`config.mk`:
```
export PLATFORM = sky130hd
export DESIGN_NAME = imem_loader_flat
export DESIGN_NICKNAME = d
export VERILOG_FILES = /design/src/rtl/tiny_pkg.sv /design/src/rtl/imem_loader_if.sv /design/src/rtl/imem_loader_sync_rise.sv /design/src/rtl/imem_loader.sv /design/src/flat_wrapper.sv
export SDC_FILE = /design/constraint.sdc
export NUM_CORES = 1
export LEC_CHECK = 0
export CORE_ASPECT_RATIO = 1.2
export CORE_MARGIN = 1.5
export CORE_UTILIZATION = 60
export CTS_CLUSTER_SIZE = 30
export DETAILED_ROUTE_END_ITERATION = 16
export GPL_TIMING_DRIVEN = 1
export PLACE_DENSITY = 0.85
export SYNTH_ARGS = -nofsm -noshare
export SYNTH_HDL_FRONTEND = slang
export SYNTH_SLANG_ARGS = --single-unit
```
`constraint.sdc`:
```
create_clock -name clk -period 4.5 [get_ports clk]
set_input_delay 0.9 -clock clk [delete_from_list [all_inputs] [get_ports clk]]
set_output_delay 0.9 -clock clk [all_outputs]
set_load 0.02 [all_outputs]
```
`src/rtl/tiny_pkg.sv`:
```
// Shared definitions for the instruction-memory loader: NOP fill word, loader state encoding
// and default memory geometry. Optional build macro used by the loader: IMEM_LOADER_SYNC_EN.
package tiny_pkg;

    localparam int          ADDR_BITS_DEFAULT = 4;
    localparam logic [31:0] NOP               = 32'h0000_0013;

    typedef enum logic [1:0] {
        ST_IDLE = 2'd0,
        ST_LOAD = 2'd1,
        ST_RUN  = 2'd2
    } ld_state_e;

    // Little-endian word assembly: three buffered low bytes plus the byte arriving now.
    function automatic logic [31:0] pack_word(input logic [23:0] low_bytes, input logic [7:0] top_byte);
        return {top_byte, low_bytes};
    endfunction

endpackage

```
`src/rtl/imem_loader_if.sv`:
```
// Host load port plus core fetch port of the instruction-memory loader.
// master = host/core side, slave = loader. Timing of load_en/byte_stb depends on IMEM_LOADER_SYNC_EN.
interface imem_loader_if import tiny_pkg::*; #(
    parameter int ADDR_BITS = ADDR_BITS_DEFAULT
) ();

    logic                 load_en;
    logic [7:0]           byte_in;
    logic                 byte_stb;
    logic [ADDR_BITS-1:0] rd_addr;
    logic [31:0]          rd_data;
    logic                 core_reset;
    logic                 load_done;
    logic [ADDR_BITS:0]   word_count;
    logic                 overflow;

    modport master (
        output load_en, byte_in, byte_stb, rd_addr,
        input  rd_data, core_reset, load_done, word_count, overflow
    );

    modport slave (
        input  load_en, byte_in, byte_stb, rd_addr,
        output rd_data, core_reset, load_done, word_count, overflow
    );

endinterface

```
`src/rtl/imem_loader_sync_rise.sv`:
```
// Two-flop synchronizer with rising-edge detect; used for load_en and byte_stb
// only when IMEM_LOADER_SYNC_EN is defined.
module sync_rise (
    input  logic clk,
    input  logic rst_n,
    input  logic d_i,
    output logic level_o,
    output logic rise_o
);

    logic [2:0] sh_q;

    always_ff @(posedge clk or negedge rst_n) begin
        if (!rst_n) begin
            sh_q <= 3'b000;
        end else begin
            sh_q <= {sh_q[1:0], d_i};
        end
    end

    // sh_q[1] is the synchronized level; sh_q[2] is its previous value.
    assign level_o = sh_q[1];
    assign rise_o  = sh_q[1] & ~sh_q[2];

endmodule

```
`src/rtl/imem_loader.sv`:
```
// Writable instruction memory fed by a byte-serial host port; holds the core in reset while loading.
// Define IMEM_LOADER_SYNC_EN to synchronize load_en/byte_stb and use byte_stb rising edges as strobes.
module imem_loader import tiny_pkg::*; #(
    parameter int ADDR_BITS = ADDR_BITS_DEFAULT
) (
    input  logic          clk,
    input  logic          rst_n,
    imem_loader_if.slave  bus
);

    localparam int                 DEPTH    = 1 << ADDR_BITS;
    localparam logic [ADDR_BITS:0] FULL_CNT = (ADDR_BITS + 1)'(DEPTH);

    logic ld;
    logic stb_evt;

`ifdef IMEM_LOADER_SYNC_EN
    logic stb_level;

    sync_rise u_sync_ld (
        .clk     (clk),
        .rst_n   (rst_n),
        .d_i     (bus.load_en),
        .level_o (ld),
        .rise_o  ()
    );

    sync_rise u_sync_stb (
        .clk     (clk),
        .rst_n   (rst_n),
        .d_i     (bus.byte_stb),
        .level_o (stb_level),
        .rise_o  (stb_evt)
    );
`else
    assign ld      = bus.load_en;
    assign stb_evt = bus.byte_stb;
`endif

    ld_state_e            state_q, state_d;
    logic                 core_reset_q, load_done_q;
    logic [1:0]           bcnt_q, bcnt_d;
    logic [23:0]          asm_q, asm_d;
    logic [ADDR_BITS:0]   wc_q, wc_d;
    logic                 ovf_q, ovf_d;
    logic [31:0]          mem_q [DEPTH];

    logic                 load_entry;
    logic                 accept;
    logic                 full;
    logic                 we;
    logic [ADDR_BITS-1:0] wr_addr;
    logic [31:0]          wr_data;
    logic [DEPTH-1:0]     word_we;

    always_comb begin
        state_d = state_q;
        case (state_q)
            ST_IDLE: state_d = ld ? ST_LOAD : ST_RUN;
            ST_LOAD: if (!ld) state_d = ST_RUN;
            ST_RUN:  if (ld)  state_d = ST_LOAD;
            default: state_d = ST_IDLE;
        endcase
    end

    assign load_entry = (state_d == ST_LOAD) && (state_q != ST_LOAD);
    assign accept     = (state_q == ST_LOAD) && ld && stb_evt;
    assign full       = (wc_q == FULL_CNT);
    assign we         = accept && !full && (bcnt_q == 2'd3);
    // The word count doubles as the write pointer; writes stop once it reaches DEPTH.
    assign wr_addr    = wc_q[ADDR_BITS-1:0];
    assign wr_data    = pack_word(asm_q, bus.byte_in);

    always_comb begin
        bcnt_d = bcnt_q;
        asm_d  = asm_q;
        wc_d   = wc_q;
        ovf_d  = ovf_q;
        if (load_entry) begin
            bcnt_d = 2'd0;
            asm_d  = 24'd0;
            wc_d   = '0;
            ovf_d  = 1'b0;
        end else if (accept) begin
            if (full) begin
                ovf_d = 1'b1;
            end else if (bcnt_q == 2'd3) begin
                bcnt_d = 2'd0;
                wc_d   = wc_q + (ADDR_BITS + 1)'(1);
            end else begin
                bcnt_d = bcnt_q + 2'd1;
                case (bcnt_q)
                    2'd0:    asm_d[7:0]   = bus.byte_in;
                    2'd1:    asm_d[15:8]  = bus.byte_in;
                    default: asm_d[23:16] = bus.byte_in;
                endcase
            end
        end
    end

    always_ff @(posedge clk or negedge rst_n) begin
        if (!rst_n) begin
            state_q      <= ST_IDLE;
            core_reset_q <= 1'b1;
            load_done_q  <= 1'b0;
            bcnt_q       <= 2'd0;
            asm_q        <= 24'd0;
            wc_q         <= '0;
            ovf_q        <= 1'b0;
        end else begin
            state_q      <= state_d;
            core_reset_q <= (state_d != ST_RUN);
            load_done_q  <= (state_d == ST_RUN);
            bcnt_q       <= bcnt_d;
            asm_q        <= asm_d;
            wc_q         <= wc_d;
            ovf_q        <= ovf_d;
        end
    end

    genvar gi;
    generate
        for (gi = 0; gi < DEPTH; gi++) begin : g_word_we
            assign word_we[gi] = we && (wr_addr == ADDR_BITS'(gi));
        end
    endgenerate

    always_ff @(posedge clk or negedge rst_n) begin
        if (!rst_n) begin
            for (int i = 0; i < DEPTH; i++) begin
                mem_q[i] <= NOP;
            end
        end else begin
            for (int i = 0; i < DEPTH; i++) begin
                if (word_we[i]) begin
                    mem_q[i] <= wr_data;
                end
            end
        end
    end

    assign bus.rd_data    = mem_q[bus.rd_addr];
    assign bus.core_reset = core_reset_q;
    assign bus.load_done  = load_done_q;
    assign bus.word_count = wc_q;
    assign bus.overflow   = ovf_q;

endmodule
```
`src/flat_wrapper.sv`:
```
// flat-port wrapper written by rule: the top's interface ports become plain ports
module imem_loader_flat import tiny_pkg::*;
#(
    parameter int ADDR_BITS = ADDR_BITS_DEFAULT
)
  (clk, rst_n, bus_load_en, bus_byte_in, bus_byte_stb, bus_rd_addr, bus_rd_data, bus_core_reset, bus_load_done, bus_word_count, bus_overflow);
  imem_loader_if #(.ADDR_BITS(ADDR_BITS)) bus_i ();
  input  logic clk;
  input  logic rst_n;
  input wire logic [$bits(bus_i.load_en)-1:0] bus_load_en;
  input wire logic [$bits(bus_i.byte_in)-1:0] bus_byte_in;
  input wire logic [$bits(bus_i.byte_stb)-1:0] bus_byte_stb;
  input wire logic [$bits(bus_i.rd_addr)-1:0] bus_rd_addr;
  output wire logic [$bits(bus_i.rd_data)-1:0] bus_rd_data;
  output wire logic [$bits(bus_i.core_reset)-1:0] bus_core_reset;
  output wire logic [$bits(bus_i.load_done)-1:0] bus_load_done;
  output wire logic [$bits(bus_i.word_count)-1:0] bus_word_count;
  output wire logic [$bits(bus_i.overflow)-1:0] bus_overflow;
  assign bus_i.load_en = bus_load_en;
  assign bus_i.byte_in = bus_byte_in;
  assign bus_i.byte_stb = bus_byte_stb;
  assign bus_i.rd_addr = bus_rd_addr;
  assign bus_rd_data = bus_i.rd_data;
  assign bus_core_reset = bus_i.core_reset;
  assign bus_load_done = bus_i.load_done;
  assign bus_word_count = bus_i.word_count;
  assign bus_overflow = bus_i.overflow;
  imem_loader #(.ADDR_BITS(ADDR_BITS)) u_core (.clk(clk), .rst_n(rst_n), .bus(bus_i));
endmodule
```
==> impl_metrics.ini, run 1 <==
[outcome]
run_status = finished clean

[placed_design]
placedCellCount = 2058
postPlaceCellArea_um2 = 25900
place_worst_setup_slack_ns = 0.532
routability_cong = 0.759
io_buffers = 55
dp.final_hpwl_um = 31600

[sta]
fin_ws_ns = 0.571
finalCritPeriodShare = 0.873
max-slew-margin-rel = 0.348
max_freq_mhz = 254
rsz0062_at_grt = no
holdWs_ns = 0.415
hold_viol_final = 0
fin_crit_ns = 3.93
setup-tns-final_ns = 0
drv_slew = 0
final.setup_skew_ns = 0.0134
tightestPinTransition_ns = 0.979
final_setup_violating_endpoints = 0

[synthesis]
synth.yosys.seq_area_share = 0.557
synthesis.nets = 1577
synthFlopType = sky130_fd_sc_hd__dfrtp_1
synth.distinct_cells = 41
synth.ff_latch_count = 548
synth-edff-count = 0
synth_adder_area_share = 0.00354
synthSimpleGateAreaFrac = 0.0294
netlist_top_cells_area = sky130_fd_sc_hd__dfrtp_1 51%, sky130_fd_sc_hd__mux2_2 22%, sky130_fd_sc_hd__mux4_2 12%
synth_top_family_by_area = multiplexers
synthesis.area_per_instance_um2 = 15.9
synth.area.mux_share = 0.350
postSynthCellCount = 1554
yosys.area.top_type = sky130_fd_sc_hd__dfrtp_1
synth_area_in_compound_gates = 0.0281
post_synth_instance_area_um2 = 24700
async_set_or_reset_flop_fraction_in_the_synthesized_netlist = 1.00
yosysTopAreaCellShare = 0.505
synthesis.yosys.warnings = 0
yosys.area_share.xor_xnor = 0.000354

[die]
die_y_um = 225
num_rows = 81
die_w_um = 188
design.die.area_um2 = 42400
design.core.area_um2 = 40700
io_count = 56
initial_utilization = 0.607

[setup_path]
worstPathBufferInverterCount = 3
worstPathRequired_ns = 3.60
timing.critical_path.cells = clkbuf_8, buf_4, mux4_2, a22oi_1, nand2_1, clkdlybuf4s50_1
critical-path-top-delay-family = buffers and inverters
crit_path_class = input pin to output pin
rr_startpoint = u_core.bus.word_count[2]$_DFFE_PN0P_
critPathMaxFanout = 27
timing.critical_path.arrival_ns = 3.03
timing.critical_path.from = bus_rd_addr[0]
critical-path-slowest-cell = sky130_fd_sc_hd__clkdlybuf4s50_1
reg2reg_setup_slack_ns = 1.67
cp-start-kind = input pin
crit_path_max_incr_delay_ns = 0.54
worstSetupEndpointType = output pin

[grt]
global_route.overflow_total = 0
largest_net_degree_at_the_start_of_global_routing = 108
first_global_vias = 15100
track_usage = 0.279
antenna_found_initial = 0
wire_length_of_the_first_global_routing_pass_um = 90000

[detailed_routing]
dr.pass1.iters = 5
routedWlPerCell_um = 26.7
number_of_nets_still_failing_antenna_checks_after_routing = 0
post-route-drc-count = 0
vias = 14000
route.final.wire_length_um = 57500
vias_per_cell = 6.50
drt-initial-drc-count = 1020

[power_and_ir_drop]
total_leakage_power_nw = 13.0
power_density_nw_per_um2 = 353
power_mw = 9.75
irDropWorstVdd_mv = 0.302

[job]
drv_cap = 0

[clock_network]
cts.repair_timing.setup_buffer_count = 0
path_clk_slew_ns = 0.06
clk_root_buffer_cell = sky130_fd_sc_hd__clkbuf_16
tritoncts = built
cts_max_path_buffers = 3
postCtsHoldBufs = 0
cts_inserted_buffers = 52
cts_htree_levels = 2
insertion_delay_ns = 0.57
count_of_clock_tree_sinks = 548
cts-resized-gates = 0

[min_path]
worst_hold_path_type = input pin to asynchronous set/reset pin

[finish]
final_common_cell = sky130_fd_sc_hd__dfrtp_1
post_route_cells_drive_above_1_share = 0.506
diodes = 0
finalNonFillerCells = 2153
final_design_area_no_fill_um2 = 27600
num-nets-final = 1596
utilization = 0.678
syn2layout_area_growth_pct = 11.7
commonest_non_fill_non_tap_cells_in_the_layout = 499 x sky130_fd_sc_hd__dfrtp_1, 481 x sky130_fd_sc_hd__mux2_2, 128 x sky130_fd_sc_hd__mux4_2, 64 x sky130_fd_sc_hd__a22oi_1, 53 x sky130_fd_sc_hd__clkbuf_16
-- worst reg2reg max path, cell delays in order, from the launching register on --
cell and delay, ns:
sky130_fd_sc_hd__dfrtp_1 0.83, sky130_fd_sc_hd__nand4bb_1 0.47, sky130_fd_sc_hd__nand2_4 0.17, sky130_fd_sc_hd__nor4_4 0.48
sky130_fd_sc_hd__buf_12 0.36, sky130_fd_sc_hd__mux2_2 0.41
-- synth_stat cells, types with 2 or more instances --
master / n
sky130_fd_sc_hd__dfrtp_1: 499
sky130_fd_sc_hd__nand2_1: 46
sky130_fd_sc_hd__mux4_2: 128
sky130_fd_sc_hd__o31ai_1: 3
sky130_fd_sc_hd__ha_1: 7
sky130_fd_sc_hd__o21ai_0: 24
sky130_fd_sc_hd__clkbuf_1: 68
sky130_fd_sc_hd__nand2b_1: 2
sky130_fd_sc_hd__a21oi_1: 5
sky130_fd_sc_hd__nor4_4: 3
sky130_fd_sc_hd__inv_1: 7
sky130_fd_sc_hd__nand3_1: 30
sky130_fd_sc_hd__dfstp_2: 49
sky130_fd_sc_hd__nor2_1: 3
sky130_fd_sc_hd__buf_2: 23
sky130_fd_sc_hd__buf_4: 27
sky130_fd_sc_hd__mux2_2: 481
sky130_fd_sc_hd__buf_6: 16
sky130_fd_sc_hd__nor2_4: 13
sky130_fd_sc_hd__nand3b_4: 2
sky130_fd_sc_hd__nand4b_1: 3
sky130_fd_sc_hd__a22oi_1: 64
sky130_fd_sc_hd__mux2_1: 31
sky130_fd_sc_hd__nor2b_1: 3
-- flip-flops by register name, summed over array words and instances, names as in the netlist --
register	flops
u_core.bus.overflow	1
u_core.asm_q	24
u_core.bus.core_reset	1
u_core.bcnt_q	2
u_core.mem_q	512
u_core.state_q	2
u_core.bus.word_count	5
u_core.bus.load_done	1
-- logic make-up after synthesis --
kind of cell,count (synthesis)
multiplexers,640
AND/OR/NAND/NOR,114
XOR/XNOR,1
buffers and inverters,142
AO/OA/AOI/OAI,102
flip-flops,548
adder cells (fa/ha/maj),7
-- power by group --
part	leakage [nW]	internal, mW	switching [mW]
clock	0.859	2.58	1.86
combinational	4.65	0.0990	0.251
sequential	7.47	4.94	0.0295
total	13.0	7.61	2.14
-- worst paths after layout --
check | cells after the start | endpoint
worst min-delay path | 1 | u_core.mem_q[412]$_DFFE_PN0P_
max in group asynchronous | 2 | u_core.mem_q[50]$_DFFE_PN0P_
worst max register to register | 5 | u_core.mem_q[460]$_DFFE_PN0P_
worst max-delay path | 6 | bus_rd_data[0]
worst min register to register | 1 | u_core.mem_q[41]$_DFFE_PN0P_
min in group clk | 1 | u_core.mem_q[41]$_DFFE_PN0P_
-- final cells by class --
| type | instances | area (um^2) |
|---|---|---|
| Clock inverter | 17 | 168 |
| Multi-Input combinational cell | 864 | 10200 |
| Fill cell | 2662 | 13100 |
| Clock buffer | 78 | 1570 |
| Inverter | 7 | 26.3 |
| Sequential cell | 548 | 13800 |
| Timing Repair Buffer | 100 | 1210 |
| Tap cell | 539 | 674 |
-- layer usage --
metal,routed length [um],track usage,part of all wire
met1,23500,0.373,0.41
met2,28700,0.466,0.50
met3,3110,0.0427,0.054
met4,2200,0.109,0.038
met5,0,0,0
Power figures use the tool's default switching activity.
==> run 2: changes to the inputs <==
Settings changed: CORE_MARGIN 1.5 to 8, SLEW_MARGIN set to 10.
==> run 2 against run 1 <==
Combinational power barely moved. First-iteration DRC count rose by 2.2%. Via count is 0.34% lower. Non-clock buffer count increased by 5. Sequential share of layout area down 0.11 points. Die area up 13%. Clock skew increased by 0.0094 ns. Utilization rose by 0.15 points. Global-route usage decreased by 4.2 points. Power up 0.52%. Cell area up 0.23%. Worst hold slack lost 0.026 ns.
==> impl_metrics.ini, run 2 (synthesis gave the netlist of run 1 again) <==
[finish]
syn2layout_area_growth_pct = 11.9
largest_register_ff_count = 512
post_route_cells_drive_above_1_share = 0.501
num-nets-final = 1601
diodes = 0
commonest_non_fill_non_tap_cells_in_the_layout = 499 x sky130_fd_sc_hd__dfrtp_1, 481 x sky130_fd_sc_hd__mux2_2, 128 x sky130_fd_sc_hd__mux4_2, 64 x sky130_fd_sc_hd__a22oi_1, 53 x sky130_fd_sc_hd__clkbuf_16
final_common_cell = sky130_fd_sc_hd__dfrtp_1
fillerInstances = 2619
largest_register = u_core.mem_q

[detailed_routing]
route.final.wire_length_um = 55800
vias = 14000
dr.pass1.iters = 5
vias_per_cell = 6.46
routedWlPerCell_um = 25.9
number_of_nets_still_failing_antenna_checks_after_routing = 0
post-route-drc-count = 0
drt-initial-drc-count = 1042

[die]
design.die.area_um2 = 48000
io_count = 56
die_y_um = 238
initial_utilization = 0.607
die_w_um = 201
num_rows = 81
design.core.area_um2 = 40700

[placed_design]
io_buffers = 55
routability_cong = 0.780
dp.final_hpwl_um = 32800
place_worst_setup_slack_ns = 0.419

[setup_path]
crit_path_class = input pin to output pin
worstSetupEndpointType = output pin
worstPathRequired_ns = 3.60
critPathMaxFanout = 10
timing.critical_path.arrival_ns = 3.16
cp-start-kind = input pin

[grt]
antenna_found_initial = 2
global_route.overflow_total = 0
first_global_vias = 15400
track_usage = 0.238
largest_net_degree_at_the_start_of_global_routing = 119
wire_length_of_the_first_global_routing_pass_um = 90200

[sta]
final.setup_skew_ns = 0.0229
max-slew-margin-rel = 0.299
fin_ws_ns = 0.438
setup-tns-final_ns = 0
hold_viol_final = 0
max_freq_mhz = 246
final_setup_violating_endpoints = 0
tightestPinTransition_ns = 1.05
finalCritPeriodShare = 0.903
drv_slew = 0
fin_crit_ns = 4.06
rsz0062_at_grt = no

[clock_network]
insertion_delay_ns = 0.59
tritoncts = built
cts_max_path_buffers = 3
cts.repair_timing.setup_buffer_count = 0
cts_inserted_buffers = 52
cts-resized-gates = 0
path_clk_slew_ns = 0.06
cts_htree_levels = 2
count_of_clock_tree_sinks = 548
clk_root_buffer_cell = sky130_fd_sc_hd__clkbuf_16
postCtsHoldBufs = 0

[power_and_ir_drop]
total_leakage_power_nw = 13.0
power_density_nw_per_um2 = 354
irDropWorstVdd_mv = 0.367

[min_path]
worst_hold_path_type = input pin to asynchronous set/reset pin

[job]
drv_cap = 0

[outcome]
run_status = finished clean
==> run 2: worst max-delay path: stages <==
cell	delay [ns]
sky130_fd_sc_hd__clkdlybuf4s50_1	0.53
sky130_fd_sc_hd__nor2_4	0.49
sky130_fd_sc_hd__buf_4	0.30
sky130_fd_sc_hd__a22oi_1	0.11
sky130_fd_sc_hd__nand2_1	0.19
sky130_fd_sc_hd__clkdlybuf4s50_1	0.64
==> run 2: metrics by stage <==
step / area [um^2] / hold WS, ns / total power [mW] / cells / util
2_1_floorplan: 24700 / 0.452 / 5.19 / 1554 / -
3_3_place_gp: 25900 / 0.462 / 5.40 / 2063 / 0.637
3_5_place_dp: 25900 / 0.471 / 5.41 / 2063 / 0.637
4_1_cts: 27700 / 0.450 / 9.86 / 2159 / 0.679
5_1_grt: 27700 / 0.485 / 10.1 / 2159 / 0.679
6_report: 27700 / 0.389 / 9.80 / 2159 / 0.679
==> run 2: area by class of cell <==
cell class	count	area [um^2]	share of cell area
clock inverter	12	195	0.00705
inverter	7	26.3	0.000949
tap	539	674	0.0244
multi-input combinational	864	10200	0.368
clock buffer	84	1540	0.0557
sequential	548	13800	0.498
timing repair buffer	105	1270	0.0459
==> run 2: routing by layer <==
metal,vias up,wire length [um],GRT usage
met3,131,2730,0.0351
met5,-,25,0
met1,7586,22600,0.311
li1,5835,-,-
met2,396,28800,0.407
met4,4,1700,0.0780
==> run 2: path summary, 6_finish.rpt <==
path / start / to / slack [ns] / depth (start not counted)
setup / recovery: bus_rd_addr[2] / bus_rd_data[8] / 0.44 / 6
hold / removal: rst_n / u_core.mem_q[444]$_DFFE_PN0P_ / 0.39 / 1
setup reg to reg: u_core.bus.word_count[2]$_DFFE_PN0P_ / u_core.mem_q[468]$_DFFE_PN0P_ / 1.62 / 5
hold reg to reg: u_core.mem_q[41]$_DFFE_PN0P_ / u_core.mem_q[41]$_DFFE_PN0P_ / 0.48 / 1
max in group asynchronous: rst_n / u_core.mem_q[210]$_DFFE_PN0P_ / 3.04 / 2
min in group clk: u_core.mem_q[41]$_DFFE_PN0P_ / u_core.mem_q[41]$_DFFE_PN0P_ / 0.48 / 1
==> run 2: where the power goes <==
group	switching, mW	internal, mW
Combinational	0.247	0.104
Sequential	0.0297	4.94
Clock	1.85	2.63
